## config.mk

```make
export PLATFORM = sky130hd
export DESIGN_NAME = flag_update_ctrl
export DESIGN_NICKNAME = d
export VERILOG_FILES = /design/src/rtl/flag_ctrl_pkg.sv /design/src/rtl/flag_update_ctrl_stack.sv /design/src/rtl/flag_update_ctrl.sv
export SDC_FILE = /design/constraint.sdc
export NUM_CORES = 1
export LEC_CHECK = 0
export CORE_MARGIN = 8
export CORE_UTILIZATION = 50
export CTS_CLUSTER_SIZE = 12
export DETAILED_ROUTE_END_ITERATION = 10
export HOLD_SLACK_MARGIN = 0.03
export PLACE_DENSITY = 0.87
export SLEW_MARGIN = 20
export SYNTH_ARGS = -nofsm -noshare
export SYNTH_HDL_FRONTEND = slang
export SYNTH_SLANG_ARGS = --single-unit
```

## constraint.sdc

```tcl
create_clock -name clk -period 6.4 [get_ports clk]
set_clock_uncertainty 0.2 [all_clocks]
set_input_delay 1.92 -clock clk [delete_from_list [all_inputs] [get_ports clk]]
set_output_delay 1.92 -clock clk [all_outputs]
set_load 0.05 [all_outputs]
```

## src/rtl/flag_ctrl_pkg.sv

```systemverilog
// Shared definitions for the flag update controller.
// Flag bit positions, FSM encoding and default stack depth.
package flag_ctrl_pkg;

  localparam int FLAG_Z = 0;
  localparam int FLAG_S = 1;
  localparam int FLAG_C = 2;
  localparam int FLAG_W = 3;

  localparam int STACK_DEPTH_DEF = 4;

  typedef enum logic {
    IDLE    = 1'b0,
    RESTORE = 1'b1
  } state_t;

  function automatic logic [FLAG_W-1:0] mask_merge(
    input logic [FLAG_W-1:0] cur,
    input logic [FLAG_W-1:0] mask,
    input logic [FLAG_W-1:0] val
  );
    return (cur & ~mask) | (val & mask);
  endfunction

endpackage

```

## src/rtl/flag_update_ctrl_stack.sv

```systemverilog
// LIFO shadow stack for saved flags.
// Caller guarantees push/pop are never issued when full/empty.
module flag_stack
  import flag_ctrl_pkg::*;
#(
  parameter int DEPTH = STACK_DEPTH_DEF,
  parameter int PTR_W = 2
) (
  input  logic              clk,
  input  logic              rst,
  input  logic              push,
  input  logic              pop,
  input  logic [FLAG_W-1:0] wdata,
  output logic [FLAG_W-1:0] rdata,
  output logic [PTR_W:0]    depth,
  output logic              full,
  output logic              empty
);

  localparam logic [PTR_W:0] FULL_CNT = (PTR_W+1)'(DEPTH);
  localparam logic [PTR_W:0] ONE = (PTR_W+1)'(1);

  logic [FLAG_W-1:0] mem [DEPTH];
  logic [PTR_W:0]    top;

  assign top   = depth - ONE;
  assign rdata = mem[top[PTR_W-1:0]];
  assign full  = (depth == FULL_CNT);
  assign empty = (depth == '0);

  always_ff @(posedge clk) begin
    if (push)
      mem[depth[PTR_W-1:0]] <= wdata;
  end

  always_ff @(posedge clk) begin
    if (rst)
      depth <= '0;
    else if (push)
      depth <= depth + ONE;
    else if (pop)
      depth <= top;
  end

endmodule

```

## src/rtl/flag_update_ctrl.sv

```systemverilog
// Next-flag arbitration for the zf/sf/cf register bank,
// with interrupt save/restore through a shadow stack.
module flag_update_ctrl
  import flag_ctrl_pkg::*;
#(
  parameter int STACK_DEPTH = STACK_DEPTH_DEF,
  parameter int PTR_W       = 2
) (
  input  logic              clk,
  input  logic              clrn,
  input  logic [FLAG_W-1:0] cur_flags,
  input  logic              alu_we,
  input  logic [FLAG_W-1:0] alu_flags,
  input  logic              cmp_we,
  input  logic [FLAG_W-1:0] cmp_flags,
  input  logic              sw_we,
  input  logic [FLAG_W-1:0] sw_mask,
  input  logic [FLAG_W-1:0] sw_val,
  input  logic              irq_save,
  input  logic              irq_restore,
  output logic              zf,
  output logic              sf,
  output logic              cf,
  output logic              busy,
  output logic              upd_drop,
  output logic [PTR_W:0]    depth,
  output logic              stk_ovf,
  output logic              stk_unf,
  output logic              seq_err
);

  state_t            state;
  logic [FLAG_W-1:0] rd_flags;
  logic [FLAG_W-1:0] nxt;
  logic [FLAG_W-1:0] rdata;
  logic              full;
  logic              empty;
  logic              push;
  logic              pop;
  logic              idle;

  assign idle = !clrn && (state == IDLE);
  assign push = idle && irq_save && !full;
  assign pop  = idle && irq_restore && !irq_save && !empty;

  flag_stack #(
    .DEPTH (STACK_DEPTH),
    .PTR_W (PTR_W)
  ) u_stack (
    .clk   (clk),
    .rst   (clrn),
    .push  (push),
    .pop   (pop),
    .wdata (cur_flags),
    .rdata (rdata),
    .depth (depth),
    .full  (full),
    .empty (empty)
  );

  always_comb begin
    nxt      = cur_flags;
    busy     = 1'b0;
    upd_drop = 1'b0;
    if (clrn) begin
      nxt = '0;
    end else if (state == RESTORE) begin
      nxt      = rd_flags;
      busy     = 1'b1;
      upd_drop = sw_we | alu_we | cmp_we;
    end else begin
      priority case (1'b1)
        sw_we:   nxt = mask_merge(cur_flags, sw_mask, sw_val);
        alu_we:  nxt = alu_flags;
        cmp_we:  nxt = cmp_flags;
        default: nxt = cur_flags;
      endcase
      upd_drop = (sw_we & alu_we) | (sw_we & cmp_we)
               | (alu_we & cmp_we);
    end
  end

  assign zf = nxt[FLAG_Z];
  assign sf = nxt[FLAG_S];
  assign cf = nxt[FLAG_C];

  always_ff @(posedge clk) begin
    if (clrn) begin
      state    <= IDLE;
      rd_flags <= '0;
      stk_ovf  <= 1'b0;
      stk_unf  <= 1'b0;
      seq_err  <= 1'b0;
    end else begin
      unique case (state)
        IDLE: begin
          if (irq_save && full)
            stk_ovf <= 1'b1;
          if (irq_save && irq_restore) begin
            seq_err <= 1'b1;
          end else if (irq_restore) begin
            if (empty) begin
              stk_unf <= 1'b1;
            end else begin
              rd_flags <= rdata;
              state    <= RESTORE;
            end
          end
        end
        RESTORE: begin
          if (irq_save || irq_restore)
            seq_err <= 1'b1;
          state <= IDLE;
        end
        default: state <= IDLE;
      endcase
    end
  end

endmodule
```

==> flow_summary_export.csv <==
group,metric,value,unit
status,outcome,"finished, final reports clean",
grt,met2_usage,0.2335,
timing,setup_viol,0,
grt,antenna_found_initial,0,
finish,final_cells,166,
clock_network,path_clk_slew,0.12,ns
floorplanning,die_y,64.61,µm
floorplanning,dieArea,0.004174,mm²
drt,ant_nets,0,
run,drv_cap,0,
finish,layout-drive-gt1-share,0.1304,
synthesis,syn_area_per_cell,11.04,µm²
power,p_per_area,218.7,mW/mm²
power,p_leak,0.5595,nW
critical_path,rrSetupSlack,3.99,ns
floorplanning,io_pins,33,
synthesis,synth_area_leader_cell,"edfxtp_1",
clock_network,root_buffer,"clkbuf_4",
floorplanning,start_util,0.5289,
clock_network,postCtsResizedCells,0,
critical_path,arrival,3.93,ns
grt,grt_pass1_wl,4347,µm
timing,worst_pin_slew,0.5095,ns
timing,relSlewSlack,0.6593,
drt,route.detailed.drc,0,
critical_path,worst_path_most_repeated_cell,"clkdlybuf4s50_1",
critical_path,crit_path_max_fanout,5,
synthesis,synthDominantCellAreaShare,0.3051,
worst_hold_path,hold_depth,2,
grt,track_usage,0.1291,
floorplanning,rows,17,
timing,hold_violations,0,
drt,vias,917,
drt,totalWireLength,2646,µm
clock_network,cts_setup_buffers,0,
finish,fin_util,0.6880,
critical_path,r2r-start,"u_stack.depth[0]$_SDFFE_PP0P_",
critical_path,slowest_delay,0.87,ns
place,port_buffers,32,
floorplanning,die-width,64.61,µm
drt,drt_first_pass_iters,4,
drt,drt_iter0_markers,18,
drt,wl_per_cell,15.94,µm
clock_network,cts_hold_buf,0,
timing,fin_ws,0.3480,ns
finish,nets,166,
critical_path,slowest_stage,"clkdlybuf4s50_1",
synthesis,yosys_register_bits,22,
worst_hold_path,hold_path_class,"register to register",
synthesis,synth_area,0.001181,mm²
place,pre_cts_ws,0.3523,ns
finish,area_growth,30.08,%
grt,overflow,0,
finish,seqCellArea,560.5,µm²
clock_network,cts_inserted_buffers,3,
clock_network,cts_tree,"yes",
critical_path,crit_required,4.28,ns
drt,avgViaCountPerCell,5.524,
critical_path,r2r-end,"u_stack.mem[0][1]$_DFFE_PP_",
floorplanning,core,0.002233,mm²
timing,rsz0062_at_grt,"false",
synthesis,netlist_instances,107,
place,hpwl,2128,µm
timing,clock.fmax,165.2,MHz
place,post-place-cells,162,
finish,multiInputGateArea,545.5,µm²
critical_path,worstSetupPathType,"input pin to output pin",
critical_path,cp-start-kind,"input pin",
grt,gr-usage-met1,0.1310,
synthesis,synth_nets,134,
clock_network,clockBufferDepth,2,
synthesis,synth_cell_types,27,
synthesis,yosysSeqAreaShare,0.4746,
synthesis,synth.area.top_cells,"edfxtp_1, dfxtp_1, mux2_2",
worst_hold_path,holdCritStartpoint,"stk_unf$_SDFFE_PP0P_",
place,gp_congestion,0.7879,
worst_hold_path,worstHoldEndpoint,"stk_unf$_SDFFE_PP0P_",
clock_network,clkSinkCount,22,
grt,grt_max_degree,15,
critical_path,reg2regPathDepth,5,
power,total_power,336.0,µW
power,irDropWorstVdd,0.1718,mV
timing,fin_crit,6.052,ns
critical_path,cp_cell_sequence,"clkdlybuf4s50_1 > mux2_2 > o21ai_0 > a221oi_1 > clkdlybuf4s50_1",
finish,fill_cells,173,
grt,top_usage_layer,"met2",
synthesis,synth_warnings,0,
critical_path,end_kind,"output pin",
finish,antenna_cells,0,
grt,grtUsageMet3,0.03436,
timing,period_share,0.9456,
clock_network,htree_levels,1,
grt,grt_pass1_vias,977,
timing,tns,0,ns
timing,maxSlewViolCount,0,
clock_network,clkLatencyLatePin,0.30,ns
==> cell type report <==
| type | instances | area share |
|---|---|---|
| Sequential cell | 22 | 0.3648 |
| Multi-Input combinational cell | 68 | 0.3550 |
| Inverter | 11 | 0.02687 |
| Tap cell | 28 | 0.02280 |
| Timing Repair Buffer | 33 | 0.2134 |
| Clock buffer | 4 | 0.01710 |
==> stage by stage <==
stage	instance area, µm²	hold slack, ns
after floorplan	1181	0.3529
after global placement	1510	0.2517
after detailed placement	1510	0.2749
after CTS	1536	0.3022
after global routing	1536	0.3312
final	1536	0.2959
==> logic make-up (layout without fill, tap and decap cells) <==
group | count (synthesis) | count (layout) | synth area share
flip-flops | 22 | 22 | 0.4746
multiplexers | 11 | 11 | 0.1356
AND/OR/NAND/NOR | 25 | 25 | 0.1271
buffers and inverters | 17 | 48 | 0.06356
AO/OA/AOI/OAI | 25 | 25 | 0.1292
adder cells (fa/ha/maj) | 7 | 7 | 0.06992
==> where the power goes <==
group	internal [mW]	switching (mW)	leakage [nW]
sequential	0.158	0.00806	0.190
combinational	0.0486	0.0603	0.354
clock	0.0242	0.0373	0.0150
total	0.230	0.106	0.559
==> metal layers <==
layer	routed length, µm	vias up	share of wire
li1	-	441	-
met1	970	429	0.37
met2	1403	43	0.53
met3	211	4	0.080
met4	61	0	0.023
met5	0	-	0
==> synth_stat cells, drive strengths merged <==
cell    instances
inv            11
o21ai           4
nor3            2
a31oi           2
nor2b           1
mux4            3
a22oi           1
ha              5
nor3b           1
edfxtp         12
mux2            7
dfxtp          10
nor2           12
a211o           1
nand2b          2
mux2i           1
a21oi          13
buf             2
nor4b           1
maj3            2
and2            6
o31ai           1
a221oi          3
clkbuf          4
==> critical path, delay by kind of cell <==
family	cells	cell delay, ns
AOI/OAI and AO/OA	2	0.38
buffers and inverters	2	1.37
muxes	1	0.26
==> state kept, by name, indices dropped and copies added, names as in the netlist <==
register and cells:
u_stack.mem 12, seq_err 1, state 1, u_stack.depth 3, stk_ovf 1, stk_unf 1, rd_flags 3
==> placed cells by master, fill, tap and decap left out <==
master and n:
nor3_1 2, mux4_2 3, and2_4 1, a21oi_1 13, a221oi_1 3, o21ai_0 4
nor3b_2 1, mux2i_1 1, mux2_2 6, buf_4 1, clkbuf_4 3, dfxtp_1 10
nor2b_1 1, clkdlybuf4s50_1 32, clkbuf_1 1, a22oi_2 1, a31oi_1 2, mux2_4 1
o31ai_1 1, nor4b_4 1, and2_1 5, nor2_1 12, maj3_1 2, ha_1 5
edfxtp_1 12, inv_1 11, nand2b_1 2, a211o_1 1
==> worst max path at each step <==
stage,start,endpoint,slack (ns),cells past startpoint
after floorplan,alu_we,sf,0.74,4
after global placement,cur_flags[1],sf,0.41,5
after detailed placement,cmp_we,cf,0.35,5
after CTS,cmp_we,cf,0.33,5
after global routing,cmp_we,cf,0.25,5
final,cmp_we,cf,0.35,5
Power figures use the tool's default switching activity.
